File: src/rtl/soc_pkg.sv
// soc_pkg: shared SoC bus-decode enums and UART register map constants.
package soc_pkg;
  typedef enum logic [1:0] {BLK_MEM = 2'h0, BLK_UART = 2'h1, BLK_GPIO = 2'h2, BLK_TIMER = 2'h3} e_block_sel;
  typedef enum logic [1:0] {CS_ROM = 2'h0, CS_RAM = 2'h1, CS_PERIPH = 2'h2, CS_NONE = 2'h3} e_chip_sel;
  typedef enum logic [1:0] {DATA = 2'h0, STATUS = 2'h1, DIV = 2'h2} e_uart_reg;
  typedef enum logic [1:0] {S_IDLE, S_START, S_DATA, S_STOP} e_uart_st;
  localparam int unsigned ST_TX_FULL   = 0;
  localparam int unsigned ST_TX_EMPTY  = 1;
  localparam int unsigned ST_TX_BUSY   = 2;
  localparam int unsigned ST_RX_EMPTY  = 3;
  localparam int unsigned ST_RX_FULL   = 4;
  localparam int unsigned ST_RX_OVF    = 5;
  localparam int unsigned ST_TX_OVF    = 6;
  localparam int unsigned ST_FRAME_ERR = 7;
  localparam logic [15:0] UART_MIN_DIV = 16'd4;
endpackage

File: src/rtl/sync_fifo.sv
// sync_fifo: first-word fall-through FIFO; a push into a full FIFO is accepted when a pop happens in the same cycle.
module sync_fifo #(
  parameter int WIDTH = 8,
  parameter int DEPTH = 8
) (
  input  logic                     clk_i,
  input  logic                     rst_ni,
  input  logic                     push_i,
  input  logic [WIDTH-1:0]         data_i,
  input  logic                     pop_i,
  output logic [WIDTH-1:0]         data_o,
  output logic                     full_o,
  output logic                     empty_o,
  output logic [$clog2(DEPTH):0]   count_o
);
  localparam int AW = $clog2(DEPTH);
  logic [WIDTH-1:0] mem_q [DEPTH];
  logic [AW-1:0] wr_q, rd_q;
  logic [AW:0] cnt_q;
  logic do_push, do_pop;
  assign do_pop  = pop_i & ~empty_o;
  assign do_push = push_i & (~full_o | do_pop);
  assign full_o  = cnt_q == (AW+1)'(DEPTH);
  assign empty_o = cnt_q == '0;
  assign count_o = cnt_q;
  assign data_o  = mem_q[rd_q];
  always_ff @(posedge clk_i or negedge rst_ni) begin
    if (!rst_ni) begin
      wr_q  <= '0;
      rd_q  <= '0;
      cnt_q <= '0;
    end else begin
      if (do_push) wr_q <= wr_q + 1'b1;
      if (do_pop) rd_q <= rd_q + 1'b1;
      cnt_q <= cnt_q + (AW+1)'(do_push) - (AW+1)'(do_pop);
    end
  end
  always_ff @(posedge clk_i) begin
    if (do_push) mem_q[wr_q] <= data_i;
  end
endmodule

File: src/rtl/obi_uart.sv
// obi_uart: 8N1 UART as an OBI responder with TX/RX FIFOs, programmable divisor,
// sticky error flags and a registered level interrupt.
module obi_uart import soc_pkg::*; #(
  parameter int unsigned CLK_FREQ   = 25_000_000,
  parameter int unsigned BAUDRATE   = 115200,
  parameter int unsigned FIFO_DEPTH = 8
) (
  input  logic        clk_i,
  input  logic        rst_ni,
  input  logic        obi_req_i,
  output logic        obi_gnt_o,
  input  logic [31:0] obi_addr_i,
  input  logic        obi_we_i,
  input  logic [3:0]  obi_be_i,
  input  logic [31:0] obi_wdata_i,
  output logic        obi_rvalid_o,
  output logic [31:0] obi_rdata_o,
  output logic        uart_tx_o,
  input  logic        uart_rx_i,
  output logic        irq_o
);
  localparam logic [15:0] RST_DIV = 16'(CLK_FREQ / BAUDRATE);
  localparam int CW = $clog2(FIFO_DEPTH) + 1;
  logic [15:0] div_q, div_d, div_wr;
  logic rvalid_q, irq_q, rx_ovf_q, tx_ovf_q, ferr_q;
  logic [31:0] rdata_q, rdata_d;
  logic [1:0] reg_a;
  logic wr, rd, w1c;
  logic [7:0] status;
  logic tx_push, tx_pop, tx_full, tx_empty, tx_busy, tx_q;
  logic [7:0] tx_dout, tx_sh_q;
  logic [CW-1:0] tx_cnt, rx_cnt;
  e_uart_st tx_st_q, rx_st_q;
  logic [15:0] tx_cnt_q, tx_div_q, rx_cnt_q, rx_div_q;
  logic [2:0] tx_bit_q, rx_bit_q, rx_sync_q;
  logic rx_push, rx_pop, rx_full, rx_empty, rx_line, rx_fall, rx_stop, ferr_set, rx_ovf_set;
  logic [7:0] rx_dout, rx_sh_q;
  logic unused_ok;
  assign unused_ok = ^{obi_addr_i[31:4], obi_addr_i[1:0], obi_wdata_i[31:16], obi_be_i[3:2], tx_cnt, rx_cnt};
  assign obi_gnt_o    = obi_req_i;
  assign obi_rvalid_o = rvalid_q;
  assign obi_rdata_o  = rdata_q;
  assign uart_tx_o    = tx_q;
  assign irq_o        = irq_q;
  assign wr    = obi_req_i & obi_we_i;
  assign rd    = obi_req_i & ~obi_we_i;
  assign reg_a = obi_addr_i[3:2];
  assign w1c   = wr & (reg_a == STATUS) & obi_be_i[0];
  assign tx_push = wr & (reg_a == DATA) & obi_be_i[0];
  assign rx_pop  = rd & (reg_a == DATA) & ~rx_empty;
  assign tx_busy = tx_st_q != S_IDLE;
  assign status  = {ferr_q, tx_ovf_q, rx_ovf_q, rx_full, rx_empty, tx_busy, tx_empty, tx_full};
  assign rdata_d = !rd ? '0 :
                   (reg_a == DATA)   ? (rx_empty ? '0 : {23'b0, 1'b1, rx_dout}) :
                   (reg_a == STATUS) ? {24'b0, status} :
                   (reg_a == DIV)    ? {16'b0, div_q} : '0;
  assign div_wr = {obi_be_i[1] ? obi_wdata_i[15:8] : div_q[15:8], obi_be_i[0] ? obi_wdata_i[7:0] : div_q[7:0]};
  assign div_d  = (wr & (reg_a == DIV)) ? (div_wr < UART_MIN_DIV ? UART_MIN_DIV : div_wr) : div_q;
  assign tx_pop = ~tx_empty & (tx_st_q == S_IDLE | (tx_st_q == S_STOP & tx_cnt_q == '0));
  assign rx_line    = rx_sync_q[1];
  assign rx_fall    = rx_sync_q[2] & ~rx_sync_q[1];
  assign rx_stop    = rx_st_q == S_STOP & rx_cnt_q == '0;
  assign rx_push    = rx_stop & rx_line;
  assign ferr_set   = rx_stop & ~rx_line;
  assign rx_ovf_set = rx_push & rx_full & ~rx_pop;
  sync_fifo #(.WIDTH(8), .DEPTH(FIFO_DEPTH)) u_tx_fifo (
    .clk_i, .rst_ni, .push_i(tx_push), .data_i(obi_wdata_i[7:0]), .pop_i(tx_pop),
    .data_o(tx_dout), .full_o(tx_full), .empty_o(tx_empty), .count_o(tx_cnt)
  );
  sync_fifo #(.WIDTH(8), .DEPTH(FIFO_DEPTH)) u_rx_fifo (
    .clk_i, .rst_ni, .push_i(rx_push), .data_i(rx_sh_q), .pop_i(rx_pop),
    .data_o(rx_dout), .full_o(rx_full), .empty_o(rx_empty), .count_o(rx_cnt)
  );
  // Sticky flags: a set in the same cycle as its W1C wins.
  always_ff @(posedge clk_i or negedge rst_ni) begin
    if (!rst_ni) begin
      rvalid_q <= 1'b0;
      rdata_q  <= '0;
      div_q    <= RST_DIV;
      tx_ovf_q <= 1'b0;
      rx_ovf_q <= 1'b0;
      ferr_q   <= 1'b0;
      irq_q    <= 1'b0;
    end else begin
      rvalid_q <= obi_req_i;
      rdata_q  <= rdata_d;
      div_q    <= div_d;
      tx_ovf_q <= (tx_push & tx_full & ~tx_pop) | (tx_ovf_q & ~(w1c & obi_wdata_i[ST_TX_OVF]));
      rx_ovf_q <= rx_ovf_set | (rx_ovf_q & ~(w1c & obi_wdata_i[ST_RX_OVF]));
      ferr_q   <= ferr_set | (ferr_q & ~(w1c & obi_wdata_i[ST_FRAME_ERR]));
      irq_q    <= ~rx_empty | rx_ovf_q | tx_ovf_q | ferr_q;
    end
  end
  always_ff @(posedge clk_i or negedge rst_ni) begin
    if (!rst_ni) begin
      tx_st_q  <= S_IDLE;
      tx_cnt_q <= '0;
      tx_div_q <= RST_DIV;
      tx_bit_q <= '0;
      tx_sh_q  <= '0;
      tx_q     <= 1'b1;
    end else if (tx_pop) begin
      tx_st_q  <= S_START;
      tx_div_q <= div_q;
      tx_cnt_q <= div_q - 16'd1;
      tx_sh_q  <= tx_dout;
      tx_q     <= 1'b0;
    end else if (tx_st_q != S_IDLE) begin
      if (tx_cnt_q != '0) tx_cnt_q <= tx_cnt_q - 16'd1;
      else begin
        tx_cnt_q <= tx_div_q - 16'd1;
        case (tx_st_q)
          S_START: begin
            tx_st_q  <= S_DATA;
            tx_bit_q <= '0;
            tx_q     <= tx_sh_q[0];
            tx_sh_q  <= tx_sh_q >> 1;
          end
          S_DATA: begin
            tx_bit_q <= tx_bit_q + 3'd1;
            tx_q     <= (tx_bit_q == 3'd7) ? 1'b1 : tx_sh_q[0];
            tx_sh_q  <= tx_sh_q >> 1;
            if (tx_bit_q == 3'd7) tx_st_q <= S_STOP;
          end
          default: tx_st_q <= S_IDLE;
        endcase
      end
    end
  end
  // RX samples mid-bit: half a bit after the start edge, then every DIV cycles.
  always_ff @(posedge clk_i or negedge rst_ni) begin
    if (!rst_ni) begin
      rx_sync_q <= 3'b111;
      rx_st_q   <= S_IDLE;
      rx_cnt_q  <= '0;
      rx_div_q  <= RST_DIV;
      rx_bit_q  <= '0;
      rx_sh_q   <= '0;
    end else begin
      rx_sync_q <= {rx_sync_q[1:0], uart_rx_i};
      if (rx_st_q == S_IDLE) begin
        if (rx_fall) begin
          rx_st_q  <= S_START;
          rx_div_q <= div_q;
          rx_cnt_q <= (div_q >> 1) - 16'd1;
        end
      end else if (rx_cnt_q != '0) rx_cnt_q <= rx_cnt_q - 16'd1;
      else begin
        rx_cnt_q <= rx_div_q - 16'd1;
        case (rx_st_q)
          S_START: begin
            rx_st_q  <= rx_line ? S_IDLE : S_DATA;
            rx_bit_q <= '0;
          end
          S_DATA: begin
            rx_sh_q  <= {rx_line, rx_sh_q[7:1]};
            rx_bit_q <= rx_bit_q + 3'd1;
            if (rx_bit_q == 3'd7) rx_st_q <= S_STOP;
          end
          default: rx_st_q <= S_IDLE;
        endcase
      end
    end
  end
endmodule

File: config.mk
export PLATFORM = sky130hd
export DESIGN_NAME = obi_uart
export DESIGN_NICKNAME = d
export VERILOG_FILES = /design/src/rtl/soc_pkg.sv /design/src/rtl/sync_fifo.sv /design/src/rtl/obi_uart.sv
export SDC_FILE = /design/constraint.sdc
export NUM_CORES = 1
export LEC_CHECK = 0
export CORE_MARGIN = 2
export CORE_UTILIZATION = 55
export CTS_BUF_LIST = sky130_fd_sc_hd__clkbuf_4 sky130_fd_sc_hd__clkbuf_8
export DETAILED_ROUTE_END_ITERATION = 16
export PLACE_DENSITY = 0.79
export SLEW_MARGIN = 5
export SYNTH_ARGS = -nofsm -noshare
export SYNTH_HDL_FRONTEND = slang
export SYNTH_HIERARCHICAL = 1
export SYNTH_SLANG_ARGS = --single-unit
File: constraint.sdc
create_clock -name clk_i -period 4.15 [get_ports clk_i]
set_clock_uncertainty 0.2 [all_clocks]
set_input_delay 0.83 -clock clk_i [delete_from_list [all_inputs] [get_ports clk_i]]
set_output_delay 0.83 -clock clk_i [all_outputs]
set_load 0.05 [all_outputs]
Yosys cells after proc, flatten, opt, wreduce, memory -nomap -nowiden
Memories as Yosys holds them, arrays and structs flattened.
Cells that the tools add are included.

storage, ports and cells
  memory bits (writable) = 128
  bits in read-only memories = 0
  logic and storage cells = 177
  register bits after elaboration = 151
  bits in latches = 0
  memories = 2
  input bits = 73

memories
  name             depth  width  read ports  clocked after Yosys merged registers in  wr ports  RTL line         source
  u_rx_fifo.mem_q  8      8      1           0                                        1         sync_fifo.sv:17  logic [WIDTH-1:0] mem_q [DEPTH];
  u_tx_fifo.mem_q  8      8      1           0                                        1         sync_fifo.sv:17

operators by class
  multiply operators = 0
  div/mod/pow operators = 0
  add/subtract/negate cells = 16
  bitwise logic cells = 52
  shift operators = 0
  equality and inequality tests = 17
  multiplexer cells = 40
  order comparisons = 1
  reductions and logical operators = 24

operator list
  operator                                             count
  two-way mux 16 bit                                   11
  subtractor 16 x 1 -> 16 bit, second input constant   5
  two-way mux 8 bit                                    6
  logical NOT 16 bit                                   2
  nonzero test 16 bit                                  2
  bitwise AND 1 bit                                    29
  adder 3 x 1 -> 3 bit, second input constant          6
  two-way mux 2 bit                                    9
  AND reduction 3 bit                                  6
  < comparator 16 x 3 -> 1 bit, second input constant  1
  subtractor 15 x 1 -> 16 bit, second input constant   1
  NOT 1 bit                                            14
  case mux 3 bit (2 select lines)                      2
  == test 2 bit, second input constant                 5
  nonzero test 2 bit                                   5
  two-way mux 9 bit                                    1
  bitwise OR 1 bit                                     9
  adder 4 x 1 -> 4 bit                                 2
  == test 4 bit, second input constant                 2
  logical NOT 4 bit                                    2
  two-way mux 1 bit                                    8
  case mux 2 bit (2 select lines)                      2
  subtractor 4 x 1 -> 4 bit                            2
  == test 2 x 1 -> 1 bit, second input constant        3
  other kinds (9)                                      15

Depth between registers and ports, before layout
  word-level depth = 9
  gate-level depth with buffers = 19
  depth with buffers taken out = 16

Hierarchy
Netlist, hierarchy kept.

modules (own cells, without submodules)
  module     instances  sequential area each (µm²)  cells each  area each (µm²)
  obi_uart   1          3301.9                      748         7023.0
  sync_fifo  2          2172.1                      153         3093.0

Least setup slack after synthesis
OpenSTA, ideal clock, no wires.

  path type = flip-flop to flip-flop
  start = register u_tx_fifo.cnt_q[2], in the netlist u_tx_fifo/count_o[2]
  end = register tx_cnt_q[14]
  clock period less this slack = 4029 ps
  cell stages (with the launch flop) = 19
  slack = 121 ps
  arrival = 3747 ps
  path buffers = 3
  setup time = 82 ps
  required time = 3868 ps
  cells stage by stage = dfrtp_1 > inv_1 > ha_1 > nor3b_1 > nor2_1 > a31oi_4 > inv_1 > buf_2 > clkbuf_1 > buf_1 > nand2_1 > o21a_1 > ha_1 > inv_1 > a311o_1 > mux2i_1 > o211ai_1 > or4_1 > a31oi_1

between the ends
  cells in the longest elaborated chain, start to end = 4
  elaborated cells between the ends (all ways) = 5
  those cells by class = mux: 1; bitwise: 2; reduce/logical: 2

ends and longest elaborated chain
  what                                                             RTL line         source
  start, declared                                                  sync_fifo.sv:19  logic [AW:0] cnt_q;
  start signal, assigned                                           sync_fifo.sv:35  cnt_q <= cnt_q + (AW+1)'(do_push) - (AW+1)'(do_pop);
  logical NOT 4 bit *                                              sync_fifo.sv:24  assign empty_o = cnt_q == '0;
  via tx_empty                                                     obi_uart.sv:30   logic tx_push, tx_pop, tx_full, tx_empty, tx_busy, tx_q;
  NOT 1 bit *                                                      obi_uart.sv:59   assign tx_pop = ~tx_empty & (tx_st_q == S_IDLE | (tx_st_q == S_STOP & tx_cnt_q == '0));
  bitwise AND 1 bit *                                              obi_uart.sv:59
  two-way mux 16 bit / nonzero test 2 bit (equally long branches)  --
  end signal, assigned                                             obi_uart.sv:105  tx_cnt_q <= div_q - 16'd1;
  end signal, assigned                                             obi_uart.sv:109  if (tx_cnt_q != '0) tx_cnt_q <= tx_cnt_q - 16'd1;
  end signal, assigned                                             obi_uart.sv:111  tx_cnt_q <= tx_div_q - 16'd1;
  end, declared                                                    obi_uart.sv:34   logic [15:0] tx_cnt_q, tx_div_q, rx_cnt_q, rx_div_q;

The timed path passes the listed nets; every way through them passes the cells marked *.
A chain may end at the register's enable or synchronous reset.

Worst setup path in the final report
  start = register tx_st_q[1]
  end = register tx_cnt_q[6]

between the ends
  cells in the longest elaborated chain, start to end = 5
  elaborated cells between the ends (all ways) = 8
  those cells by class = eq/ne: 1; mux: 1; bitwise: 3; reduce/logical: 3

ends and longest elaborated chain
  what                                                             RTL line         source
  start, declared                                                  obi_uart.sv:33   e_uart_st tx_st_q, rx_st_q;
  start signal, assigned                                           obi_uart.sv:96   tx_st_q <= S_IDLE;
  start signal, assigned                                           obi_uart.sv:103  tx_st_q <= S_START;
  start signal, assigned                                           obi_uart.sv:114  tx_st_q <= S_DATA;
  == test 2 bit                                                    obi_uart.sv:59
  bitwise AND 1 bit                                                obi_uart.sv:59
  bitwise OR 1 bit                                                 obi_uart.sv:59
  bitwise AND 1 bit                                                obi_uart.sv:59
  two-way mux 16 bit / nonzero test 2 bit (equally long branches)  --

Parallel ways exist; a longest one is shown, timed or not.

==> results_dict.tcl <==
set metrics [dict create \
    cp.arrival_ns 3.84 \
    cts_sinks 279 \
    finalSetupViolCount 0 \
    core.rowCount 56 \
    cts_root_buffer "clkbuf_8" \
    ant_nets 0 \
    finalHoldViolCount 0 \
    drc 0 \
    seqCellArea_sq_um 7650 \
    ys.flop_type "dfrtp_1" \
    wire_per_inst_um 18.6 \
    worst_hold_path_type "flop to flop" \
    cp-start-kind "flop" \
    dp_cells 1404 \
    die_w_um 159 \
    synth_warnings 6 \
    track_usage_pct 21.9 \
    grt_max_degree 91 \
    post_cts_buffers 0 \
    cellPowerDensity_nw_per_um2 636 \
    core_area_sq_um 23500 \
    fin_cells 1488 \
    areaGrowthSynthToFinish_pct 13.4 \
    grt_first_pass_wirelength_um 44200 \
    synth_top_area_share_pct 29.1 \
    layout_commonest_cell "dfrtp_1" \
    multi_input_area_sq_um 5120 \
    path_cells "inv_1, ha_1, nor2_1, nor2_1, a31oi_4, inv_1, o21a_1, ha_1, inv_1, nor3_1, o21a_1, mux2i_1, or3_1, a31oi_1, o211ai_1" \
    syn_avg_cell_area_sq_um 12.5 \
    vias 8593 \
    cp.required_ns 4.39 \
    synth_seq_cells 279 \
    crit_top_cell "inv_1" \
    rsz0062_at_grt "false" \
    clock.fmax_mhz 277 \
    overflow 0 \
    antenna_cells 0 \
    clk_pin_slew_worst_paths_ns 0.06 \
    cts_tree "yes" \
    p_leak_nw 6.08 \
    yosysSeqAreaShare_pct 57.9 \
    dieArea_sq_um 25300 \
    synth_edf_count 128 \
    cts_resized 0 \
    drtIter0Drc 732 \
    cts_max_level 2 \
    crit_fanout 8 \
    grt_pass1_vias 8532 \
    synth.distinct_cells 72 \
    mostFrequentLayoutCells "dfrtp_1, edfxtp_1, nand2_1, nor2_1, mux2_2" \
    finalCriticalPeriod_ns 3.61 \
    worstPathBufferInverterCount 3 \
    worst_slack_ns 0.542 \
    cp-end-kind "flop" \
    numPortBuffers 44 \
    setup-tns-final_ns 0 \
    slew_viol_final 0 \
    die_y_um 159 \
    fillers 1752 \
    pin_count 109 \
    first_pass_iters 5 \
    place_ws_ns 0.432 \
    outcome "finished, final reports clean" \
    async_reset_ff_share_pct 54.1 \
    drv_cap 0 \
    stdcell_area_sq_um 15000 \
    drive_above_1_share_pct 18.0 \
    antenna_found_initial 0 \
    holdCritStartpoint "rx_sync_q[0]$_DFF_PN1_" \
    place.gp.congestion 0.858 \
    whs_ns 0.157 \
    max_slew_margin_pct 27.9 \
    critPathKind "flop to flop" \
    synthTopCellsByArea "edfxtp_1, dfrtp_1, mux4_1, mux2_2, dfstp_2" \
    vdd.ir_drop.worst_uv 336 \
    worst_slew_pin_slew_ns 1.08 \
    wirelength_um 27600 \
    power_mw 9.53 \
    start_util_pct 56.1 \
    setup.worst_path.start "tx_st_q[1]$_DFFE_PN0P_" \
    fin_util_pct 63.6 \
    clk_latency_ns 0.57 \
    fin_nets 1236 \
    vias_per_cell 5.77 \
    syn_inst 1054 \
    cpPeakStageDelay_ns 0.46 \
    clock_path_buffers 3 \
    reg2reg_from "tx_st_q[1]$_DFFE_PN0P_" \
    min_period_over_period_pct 86.9 \
    hpwlAfterDp_um 18500 \
    cts_hold_buf 0 \
    synth_area_sq_um 13200 \
    dpl_cell_area_sq_um 14000 \
    slowest_stage "or3_1" \
    path_delay_family "simple AND/OR/NAND/NOR gates" \
    yosys.area.top_type "edfxtp_1" \
    cts_buffers 46 \
]
## power breakdown
group	internal [mW]	switching, mW	total, mW
Combinational	1.41	1.63	3.04
Sequential	3.42	0.648	4.07
Clock	1.36	1.06	2.42
Total	6.19	3.34	9.53
## sequential cells by signal, indices dropped and copies added, names as in the netlist, 3 cells and up
register           count
rx_cnt_q              16
u_tx_fifo/count_o      4
u_rx_fifo/rd_q         3
rx_sh_q                8
u_rx_fifo/wr_q         3
tx_cnt_q              16
u_tx_fifo/rd_q         3
obi_rdata_o           16
tx_sh_q                8
rx_bit_q               3
u_tx_fifo/wr_q         3
tx_div_q              16
div_q                 16
u_rx_fifo/count_o      4
u_rx_fifo/mem_q       64
tx_bit_q               3
u_tx_fifo/mem_q       64
rx_sync_q              3
rx_div_q              16
## layout make-up
class                           count  area share, %
Tap cell                          319           2.67
Inverter                           35          0.877
Multi-Input combinational cell    691           34.2
Sequential cell                   279           51.1
Timing Repair Buffer               80           4.84
Clock inverter                     12          0.493
Clock buffer                       72           5.87
## cells by family (layout without fill, tap and decap cells)
group           count (synthesis)  count (layout)  share of synthesized area, %
compound gates                184             184                          8.88
xor+xnor                       34              34                          2.25
fa+ha+maj                      30              30                          2.96
buf+inv                        99             199                          3.81
flops                         279             279                          57.9
mux                           106             106                          12.6
other cells                     1              16                        0.0284
simple gates                  321             321                          11.6
## cells in the mapped netlist (3+ instances only)
cell         n
a31oi_1     10
a211oi_1     4
nand2b_1    14
mux4_1      32
xor2_1      14
dfrtp_1    132
nor2b_1     11
nor3b_1      3
o21ai_0     52
ha_1        28
and2_1       4
a21o_1       3
edfxtp_1   128
a22o_1       4
buf_2        4
o211ai_1     6
a222oi_1     6
inv_1       35
or2_2        4
or3_1        6
mux2_2      57
clkbuf_1    31
xnor2_1     20
mux2i_1     16
buf_4       17
nor2_1      76
buf_6        4
o31ai_1      5
o2111ai_1    5
a21oi_1     52
nor3_1      28
and3_1      10
o21a_1       6
nor4_1      17
dfstp_2     19
buf_1        6
or4_1        8
nand2_1    110
nand4_1      4
nand3_1     14
a22oi_1      8
## final timing paths
check	slack, ns	depth (start not counted)	to
setup reg to reg	0.54	15	tx_cnt_q[6]$_DFFE_PN0P_
min in group asynchronous	0.17	1	tx_div_q[2]$_DFFE_PN0P_
hold reg to reg	0.16	0	rx_sync_q[1]$_DFF_PN1_
hold / removal	0.16	0	rx_sync_q[1]$_DFF_PN1_
setup / recovery	0.54	15	tx_cnt_q[6]$_DFFE_PN0P_
max in group asynchronous	2.77	2	rx_div_q[7]$_DFFE_PN1P_
## layer usage
layer	GRT usage, %	part of all wire [%]	routed length [um]
met3	3.93	5.2	1450
met2	36.5	49	13500
met1	29.7	44	12000
met5	0	0	0
met4	6.61	2.3	640
No activity file was read; power rests on OpenSTA's default activity.
